$ cat src/rtl/wb_stage_pkg.sv
// rtl/wb_stage_pkg.sv - shared pipeline constants and writeback control record
package wb_stage_pkg;

    localparam int REG_ADDR_W = 5;

    localparam logic [1:0] WB_SEL_ALU = 2'b00;
    localparam logic [1:0] WB_SEL_MEM = 2'b01;
    localparam logic [1:0] WB_SEL_PC4 = 2'b10;

    localparam logic [2:0] F3_LB  = 3'b000;
    localparam logic [2:0] F3_LH  = 3'b001;
    localparam logic [2:0] F3_LW  = 3'b010;
    localparam logic [2:0] F3_LBU = 3'b100;
    localparam logic [2:0] F3_LHU = 3'b101;

    typedef struct packed {
        logic       valid;
        logic       reg_write;
        logic [1:0] wb_sel;
        logic [2:0] funct3;
        logic [1:0] byte_offset;
    } wb_ctrl_t;

endpackage

$ cat src/rtl/wb_stage_if.sv
// rtl/wb_stage_if.sv - MEM-to-WB bus, register file ports and bypass/status outputs
interface wb_stage_if #(
    parameter int DATA_W = 32,
    parameter int ADDR_W = wb_stage_pkg::REG_ADDR_W
);
    logic              in_valid;
    logic              stall;
    logic              flush;
    logic              reg_write_in;
    logic [ADDR_W-1:0] rd_addr_in;
    logic [1:0]        wb_sel;
    logic [2:0]        load_funct3;
    logic [1:0]        byte_offset;
    logic [DATA_W-1:0] alu_result;
    logic [DATA_W-1:0] mem_rdata;
    logic [DATA_W-1:0] pc_plus4;
    logic [ADDR_W-1:0] read_port_addr1;
    logic [ADDR_W-1:0] read_port_addr2;
    logic [DATA_W-1:0] rf_read_data1;
    logic [DATA_W-1:0] rf_read_data2;
    logic [ADDR_W-1:0] write_port_addr;
    logic [DATA_W-1:0] write_data;
    logic              write_en;
    logic [DATA_W-1:0] byp_read_data1;
    logic [DATA_W-1:0] byp_read_data2;
    logic              wb_valid;
    logic [31:0]       instret;

    modport slave (
        input  in_valid, stall, flush, reg_write_in, rd_addr_in, wb_sel,
               load_funct3, byte_offset, alu_result, mem_rdata, pc_plus4,
               read_port_addr1, read_port_addr2, rf_read_data1, rf_read_data2,
        output write_port_addr, write_data, write_en,
               byp_read_data1, byp_read_data2, wb_valid, instret
    );

    modport master (
        output in_valid, stall, flush, reg_write_in, rd_addr_in, wb_sel,
               load_funct3, byte_offset, alu_result, mem_rdata, pc_plus4,
               read_port_addr1, read_port_addr2, rf_read_data1, rf_read_data2,
        input  write_port_addr, write_data, write_en,
               byp_read_data1, byp_read_data2, wb_valid, instret
    );

endinterface

$ cat src/rtl/wb_stage_load_extend.sv
// rtl/wb_stage_load_extend.sv - picks the loaded byte/half lane and sign- or zero-extends it
module wb_stage_load_extend
    import wb_stage_pkg::*;
#(
    parameter int DATA_W = 32
) (
    input  logic [2:0]        funct3_i,
    input  logic [1:0]        byte_offset_i,
    input  logic [DATA_W-1:0] mem_rdata_i,
    output logic [DATA_W-1:0] ext_data_o
);

    logic [7:0]  byte_lane;
    logic [15:0] half_lane;

    // Misaligned halves ignore byte_offset[0]; the lane is chosen by bit 1 alone.
    always_comb begin
        byte_lane = mem_rdata_i[{byte_offset_i, 3'b000} +: 8];
        half_lane = byte_offset_i[1] ? mem_rdata_i[31:16] : mem_rdata_i[15:0];
        case (funct3_i)
            F3_LB:   ext_data_o = {{(DATA_W-8){byte_lane[7]}}, byte_lane};
            F3_LBU:  ext_data_o = {{(DATA_W-8){1'b0}}, byte_lane};
            F3_LH:   ext_data_o = {{(DATA_W-16){half_lane[15]}}, half_lane};
            F3_LHU:  ext_data_o = {{(DATA_W-16){1'b0}}, half_lane};
            F3_LW:   ext_data_o = mem_rdata_i;
            default: ext_data_o = mem_rdata_i;
        endcase
    end

endmodule

$ cat src/rtl/wb_stage.sv
// rtl/wb_stage.sv - MEM/WB register, writeback select, register file write port, bypass and instret
module wb_stage
    import wb_stage_pkg::*;
#(
    parameter int DATA_W = 32,
    parameter int ADDR_W = REG_ADDR_W
) (
    input  logic       clk,
    input  logic       rst,
    wb_stage_if.slave  bus
);

    wb_ctrl_t          ctrl_q, ctrl_d;
    logic [ADDR_W-1:0] rd_q, rd_d;
    logic [DATA_W-1:0] alu_q, alu_d;
    logic [DATA_W-1:0] mem_q, mem_d;
    logic [DATA_W-1:0] pc4_q, pc4_d;
    logic [31:0]       instret_q, instret_d;

    logic [DATA_W-1:0] ext_data;
    logic [DATA_W-1:0] wb_data;
    logic              wr_en;

    always_comb begin
        ctrl_d = ctrl_q;
        rd_d   = rd_q;
        alu_d  = alu_q;
        mem_d  = mem_q;
        pc4_d  = pc4_q;
        if (bus.flush) begin
            ctrl_d = '0;
            rd_d   = '0;
            alu_d  = '0;
            mem_d  = '0;
            pc4_d  = '0;
        end else if (!bus.stall) begin
            ctrl_d.valid       = bus.in_valid;
            ctrl_d.reg_write   = bus.reg_write_in;
            ctrl_d.wb_sel      = bus.wb_sel;
            ctrl_d.funct3      = bus.load_funct3;
            ctrl_d.byte_offset = bus.byte_offset;
            rd_d               = bus.rd_addr_in;
            alu_d              = bus.alu_result;
            mem_d              = bus.mem_rdata;
            pc4_d              = bus.pc_plus4;
        end
    end

    // An entry retires when it leaves the stage: not held, or pushed out by a flush.
    always_comb begin
        instret_d = instret_q;
        if (ctrl_q.valid && (!bus.stall || bus.flush)) begin
            instret_d = instret_q + 32'd1;
        end
    end

    always_ff @(posedge clk) begin
        if (rst) begin
            ctrl_q    <= '0;
            rd_q      <= '0;
            alu_q     <= '0;
            mem_q     <= '0;
            pc4_q     <= '0;
            instret_q <= '0;
        end else begin
            ctrl_q    <= ctrl_d;
            rd_q      <= rd_d;
            alu_q     <= alu_d;
            mem_q     <= mem_d;
            pc4_q     <= pc4_d;
            instret_q <= instret_d;
        end
    end

    wb_stage_load_extend #(
        .DATA_W (DATA_W)
    ) u_load_extend (
        .funct3_i      (ctrl_q.funct3),
        .byte_offset_i (ctrl_q.byte_offset),
        .mem_rdata_i   (mem_q),
        .ext_data_o    (ext_data)
    );

    always_comb begin
        case (ctrl_q.wb_sel)
            WB_SEL_MEM: wb_data = ext_data;
            WB_SEL_PC4: wb_data = pc4_q;
            WB_SEL_ALU: wb_data = alu_q;
            default:    wb_data = alu_q;
        endcase
    end

    assign wr_en = ctrl_q.valid & ctrl_q.reg_write & (rd_q != '0);

    assign bus.write_en        = wr_en;
    assign bus.write_port_addr = rd_q;
    assign bus.write_data      = wb_data;
    assign bus.wb_valid        = ctrl_q.valid;
    assign bus.instret         = instret_q;

    // wr_en already excludes x0, so address 0 always reads the raw register file.
    assign bus.byp_read_data1 = (wr_en && (bus.read_port_addr1 == rd_q)) ? wb_data : bus.rf_read_data1;
    assign bus.byp_read_data2 = (wr_en && (bus.read_port_addr2 == rd_q)) ? wb_data : bus.rf_read_data2;

endmodule

$ cat src/flat_wrapper.sv
// flat-port wrapper written by rule: the top's interface ports become plain ports
module wb_stage_flat import wb_stage_pkg::*;
#(
    parameter int DATA_W = 32,
    parameter int ADDR_W = REG_ADDR_W
)
  (clk, rst, bus_in_valid, bus_stall, bus_flush, bus_reg_write_in, bus_rd_addr_in, bus_wb_sel, bus_load_funct3, bus_byte_offset, bus_alu_result, bus_mem_rdata, bus_pc_plus4, bus_read_port_addr1, bus_read_port_addr2, bus_rf_read_data1, bus_rf_read_data2, bus_write_port_addr, bus_write_data, bus_write_en, bus_byp_read_data1, bus_byp_read_data2, bus_wb_valid, bus_instret);
  wb_stage_if #(.DATA_W(DATA_W), .ADDR_W(ADDR_W)) bus_i ();
  input  logic clk;
  input  logic rst;
  input wire logic [$bits(bus_i.in_valid)-1:0] bus_in_valid;
  input wire logic [$bits(bus_i.stall)-1:0] bus_stall;
  input wire logic [$bits(bus_i.flush)-1:0] bus_flush;
  input wire logic [$bits(bus_i.reg_write_in)-1:0] bus_reg_write_in;
  input wire logic [$bits(bus_i.rd_addr_in)-1:0] bus_rd_addr_in;
  input wire logic [$bits(bus_i.wb_sel)-1:0] bus_wb_sel;
  input wire logic [$bits(bus_i.load_funct3)-1:0] bus_load_funct3;
  input wire logic [$bits(bus_i.byte_offset)-1:0] bus_byte_offset;
  input wire logic [$bits(bus_i.alu_result)-1:0] bus_alu_result;
  input wire logic [$bits(bus_i.mem_rdata)-1:0] bus_mem_rdata;
  input wire logic [$bits(bus_i.pc_plus4)-1:0] bus_pc_plus4;
  input wire logic [$bits(bus_i.read_port_addr1)-1:0] bus_read_port_addr1;
  input wire logic [$bits(bus_i.read_port_addr2)-1:0] bus_read_port_addr2;
  input wire logic [$bits(bus_i.rf_read_data1)-1:0] bus_rf_read_data1;
  input wire logic [$bits(bus_i.rf_read_data2)-1:0] bus_rf_read_data2;
  output wire logic [$bits(bus_i.write_port_addr)-1:0] bus_write_port_addr;
  output wire logic [$bits(bus_i.write_data)-1:0] bus_write_data;
  output wire logic [$bits(bus_i.write_en)-1:0] bus_write_en;
  output wire logic [$bits(bus_i.byp_read_data1)-1:0] bus_byp_read_data1;
  output wire logic [$bits(bus_i.byp_read_data2)-1:0] bus_byp_read_data2;
  output wire logic [$bits(bus_i.wb_valid)-1:0] bus_wb_valid;
  output wire logic [$bits(bus_i.instret)-1:0] bus_instret;
  assign bus_i.in_valid = bus_in_valid;
  assign bus_i.stall = bus_stall;
  assign bus_i.flush = bus_flush;
  assign bus_i.reg_write_in = bus_reg_write_in;
  assign bus_i.rd_addr_in = bus_rd_addr_in;
  assign bus_i.wb_sel = bus_wb_sel;
  assign bus_i.load_funct3 = bus_load_funct3;
  assign bus_i.byte_offset = bus_byte_offset;
  assign bus_i.alu_result = bus_alu_result;
  assign bus_i.mem_rdata = bus_mem_rdata;
  assign bus_i.pc_plus4 = bus_pc_plus4;
  assign bus_i.read_port_addr1 = bus_read_port_addr1;
  assign bus_i.read_port_addr2 = bus_read_port_addr2;
  assign bus_i.rf_read_data1 = bus_rf_read_data1;
  assign bus_i.rf_read_data2 = bus_rf_read_data2;
  assign bus_write_port_addr = bus_i.write_port_addr;
  assign bus_write_data = bus_i.write_data;
  assign bus_write_en = bus_i.write_en;
  assign bus_byp_read_data1 = bus_i.byp_read_data1;
  assign bus_byp_read_data2 = bus_i.byp_read_data2;
  assign bus_wb_valid = bus_i.wb_valid;
  assign bus_instret = bus_i.instret;
  wb_stage #(.DATA_W(DATA_W), .ADDR_W(ADDR_W)) u_core (.clk(clk), .rst(rst), .bus(bus_i));
endmodule
$ cat config.mk
export PLATFORM = sky130hd
export DESIGN_NAME = wb_stage_flat
export DESIGN_NICKNAME = d
export VERILOG_FILES = /design/src/rtl/wb_stage_pkg.sv /design/src/rtl/wb_stage_if.sv /design/src/rtl/wb_stage_load_extend.sv /design/src/rtl/wb_stage.sv /design/src/flat_wrapper.sv
export SDC_FILE = /design/constraint.sdc
export NUM_CORES = 1
export LEC_CHECK = 0
export ABC_CLOCK_PERIOD_IN_PS = 2150
export BUFFER_PORTS_ARGS = -buffer_cell sky130_fd_sc_hd__buf_2
export CAP_MARGIN = 30
export CORE_ASPECT_RATIO = 1.4
export CORE_MARGIN = 5
export CORE_UTILIZATION = 35
export DETAILED_ROUTE_END_ITERATION = 8
export GPL_TIMING_DRIVEN = 0
export PLACE_DENSITY = 0.66
export SLEW_MARGIN = 20
export SYNTH_ARGS = -nofsm -noshare
export SYNTH_HDL_FRONTEND = slang
export SYNTH_SLANG_ARGS = --single-unit
$ cat constraint.sdc
create_clock -name clk -period 2.15 [get_ports clk]
set_input_delay 0.215 -clock clk [delete_from_list [all_inputs] [get_ports clk]]
set_output_delay 0.215 -clock clk [all_outputs]
set_load 0.03 [all_outputs]
==> impl_metrics.json <==
{
  "grt_overflow": 0,
  "setup_violations": 96,
  "relSlewSlack_pct": 45.4,
  "clk_pin_slew_ps": 70,
  "antenna_found_initial": 4,
  "timing.fmax_mhz": 379,
  "r2r_slack_ps": 130,
  "clk_latency_ps": 430,
  "gp_congestion": 0.940,
  "area_delta_synth_final_pct": 54.9,
  "cts.htree.levels": 4,
  "routedWlPerCell_um": 19.5,
  "whs_ps": 9.56,
  "ys_seq_area_share_pct": 37.2,
  "cts_tree": "yes",
  "grt_util_all_layers_pct": 22.2,
  "hold_start": "bus_pc_plus4[5]",
  "slowest_delay_ps": 540,
  "p_sw_w": 0.00210,
  "ioPinCount": 323,
  "slowest_stage": "or4_4",
  "grt_pass1_vias": 7720,
  "cp.arrival_ps": 2420,
  "cap_viol_max_count": 0,
  "fp-row-count": 64,
  "multi_input_area_um2": 5100,
  "critPathMaxFanout": 10,
  "leakage_nw": 5.27,
  "synthesis.nets": 1003,
  "sw_frac_of_total_pct": 29.7,
  "violations": "negative setup slack",
  "die_y_um": 185,
  "yosys.area.top_type": "dfxtp_1",
  "first_pass_iters": 5,
  "dp.final_hpwl_um": 21800,
  "drc": 0,
  "path_cells": "or4_4 > o211ai_4 > nor4_4 > buf_12 > buf_12 > mux2_4 > buf_6",
  "ys_types": 57,
  "start_util_pct": 35.2,
  "syn_area_per_cell_um2": 9.41,
  "start_kind": "register",
  "grt_pass1_wl_um": 42600,
  "drt-total-wl_um": 29100,
  "fin_ws_ps": -490,
  "rsz0062_at_grt": "yes",
  "fin_area_um2": 11800,
  "fill_cells": 1975,
  "hold_class": "input port to register",
  "postRouteAntennaNets": 0,
  "peakVddDrop_mv": 0.582,
  "fin_skew_ps": 11.1,
  "synthTopCellsByArea": "dfxtp_1, mux2i_1, mux2_2",
  "synth-seq-cells": 142,
  "syn_area_um2": 7640,
  "hold_viol": 0,
  "critPathMostFrequentCell": "buf_12",
  "cp_top_family": "simple AND/OR/NAND/NOR gates",
  "die_x_um": 135,
  "r2r-start": "u_core.bus.instret[10]$_SDFFE_PP0P_",
  "drt_iter0_drc": 321,
  "worstPathRequired_ps": 1930,
  "comb_power_share_pct": 18.4,
  "synth_top_area_share_pct": 37.2,
  "routed_via_density": 5.17,
  "postPlaceCellArea_um2": 10000,
  "timing.final.crit_share_pct": 123,
  "portBuffers": 321,
  "syn-instance-count": 812,
  "cts_buffers": 17,
  "cp_num_buf_inv": 3,
  "die_area_um2": 24900,
  "grt_max_degree": 17,
  "synth_top_flop_cell": "dfxtp_1",
  "cts_buffer_depth": 2,
  "finalMaxSlewViolations": 0,
  "core_area_um2": 21700,
  "async_flop_share_pct": 0,
  "num_vias": 7728,
  "outcome": "finished with violations",
  "pwr-share-seq_pct": 39.1,
  "tightestPinTransition_ps": 819,
  "clock-sinks": 142,
  "endpoint_kind": "primary output",
  "intPower_w": 0.00497,
  "yosys_warnings": 0,
  "power.density_nw_per_um2": 597,
  "cts_root_buf": "clkbuf_16",
  "nNetsFinal": 1371,
  "power_frac_clock_pct": 42.4,
  "final-seq-area_um2": 2870,
  "fin_crit_ps": 2640,
  "crit_type": "register to primary output",
  "drive_gt1_share_pct": 48.4,
  "synth_edf_count": 0,
  "startpoint": "u_core.bus.write_port_addr[1]$_SDFFE_PP0N_"
}
synth_stat cells, types with 7 or more instances:
library cell,n
mux2_4,10
a221oi_1,7
dfxtp_1,142
nand4_1,10
inv_1,8
o21ai_0,25
nor2_1,133
and3_1,25
mux2i_1,120
nand2_1,11
nor4_1,7
o22ai_1,23
a2bb2oi_1,8
xnor2_1,23
o21ai_2,10
o22a_1,7
buf_6,7
buf_2,7
xor2_1,8
mux2_2,54
nand2b_1,11
clkbuf_1,41
nand3_1,12
a211o_1,7
a21oi_1,36
o221ai_1,7
what timing repair did:
action,CTS,global route
hold buffers,3,0
endpoints found under the setup margin,96,97
cloned,1,2
pin swaps,12,17
buffers inserted,19,9
resized for setup,181,110
endpoints found under the hold margin,3,0
power by group through the flow:
stage / logic, W / clock network [W] / registers, W
floorplan: 0.000722 / 0 / 0.00281
global placement: 0.00110 / 0 / 0.00282
global route: 0.00139 / 0.00316 / 0.00277
CTS: 0.00124 / 0.00305 / 0.00276
finish: 0.00130 / 0.00300 / 0.00277
detailed placement: 0.00111 / 0 / 0.00282
worst reg2reg max path, cell delays in order, from the launching register on:
cell and delay [ps]:
dfxtp_1 410, and4_2 310, and3_2 230, nand4_1 320, or3_2 560, a21oi_1 140
state kept, by name, summed over array words and instances (netlist names):
register	cells
u_core.bus.wb_valid	1
u_core.alu_q	32
u_core.ctrl_q	8
u_core.bus.instret	32
u_core.mem_q	32
u_core.bus.write_port_addr	5
u_core.pc4_q	32
per-layer routing:
metal | GRT usage (%) | routed length (um)
met5 | 0 | 0
met1 | 25.0 | 10900
met3 | 4.78 | 2060
met4 | 9.41 | 910
met2 | 40.1 | 15300
layout make-up:
type / count / area share [%]
Antenna cell: 4 / 0.0846
Buffer: 55 / 3.52
Inverter: 9 / 0.370
Clock inverter: 15 / 1.45
Clock buffer: 17 / 3.59
Multi-Input combinational cell: 604 / 43.1
Tap cell: 297 / 3.14
Sequential cell: 142 / 24.2
Timing Repair Buffer: 351 / 20.5
worst paths after layout:
path | to | depth (start not counted)
worst max-delay path | bus_byp_read_data1[19] | 7
worst min-delay path | u_core.pc4_q[5]$_SDFFE_PP0N_ | 3
worst max register to register | u_core.bus.instret[31]$_SDFFE_PP0P_ | 5
worst min register to register | u_core.pc4_q[18]$_SDFFE_PP0N_ | 2
metrics by stage:
| step | TNS [ps] | utilization [%] | total power [W] | worst slack (ps) | instances |
|---|---|---|---|---|---|
| finish | -35350 | 54.5 | 0.00706 | -490 | 1494 |
| global route | -42150 | 54.5 | 0.00732 | -545 | 1494 |
| CTS | -40970 | 52.6 | 0.00705 | -543 | 1483 |
| detailed placement | -25430 | 46.1 | 0.00394 | -401 | 1431 |
| global placement | -24950 | 46.1 | 0.00392 | -473 | 1430 |
| floorplan | -587 | - | 0.00353 | -257 | 812 |
cell usage in the layout (no fill, tap or decap), drive strengths merged, types with 2 or more instances in the layout:
cell / Yosys / layout
nand2b: 11 / 11
dlygate4sd3: 0 / 3
and2: 5 / 5
nand3: 12 / 12
nor4b: 2 / 2
a211o: 7 / 7
nand2: 11 / 11
a21oi: 36 / 36
a221oi: 7 / 7
and4: 5 / 5
and3: 28 / 28
mux2i: 121 / 121
xnor2: 23 / 23
nor4: 9 / 9
nor3: 6 / 6
o22ai: 23 / 23
mux2: 64 / 64
dfxtp: 142 / 142
ha: 3 / 3
xor2: 8 / 8
o221ai: 7 / 7
or3: 9 / 9
nand4: 10 / 10
o22a: 7 / 7
inv: 9 / 18
diode: 0 / 4
buf: 15 / 354
a2bb2oi: 8 / 8
clkbuf: 41 / 65
o21ai: 37 / 37
o311ai: 2 / 2
nor2: 134 / 134
clkinv: 0 / 4
cell families (layout without fill, tap and decap cells):
group | Yosys count | count (layout) | share of synthesized area (%)
adder cells (fa/ha/maj) | 3 | 3 | 0.491
multiplexers | 185 | 185 | 25.8
XOR/XNOR | 31 | 31 | 3.55
flip-flops | 142 | 142 | 37.2
AND/OR/NAND/NOR | 248 | 248 | 16.5
AO/OA/AOI/OAI | 137 | 137 | 12.3
other | 0 | 4 | 0
buffers and inverters | 66 | 447 | 4.19
Power figures use the tool's default switching activity.
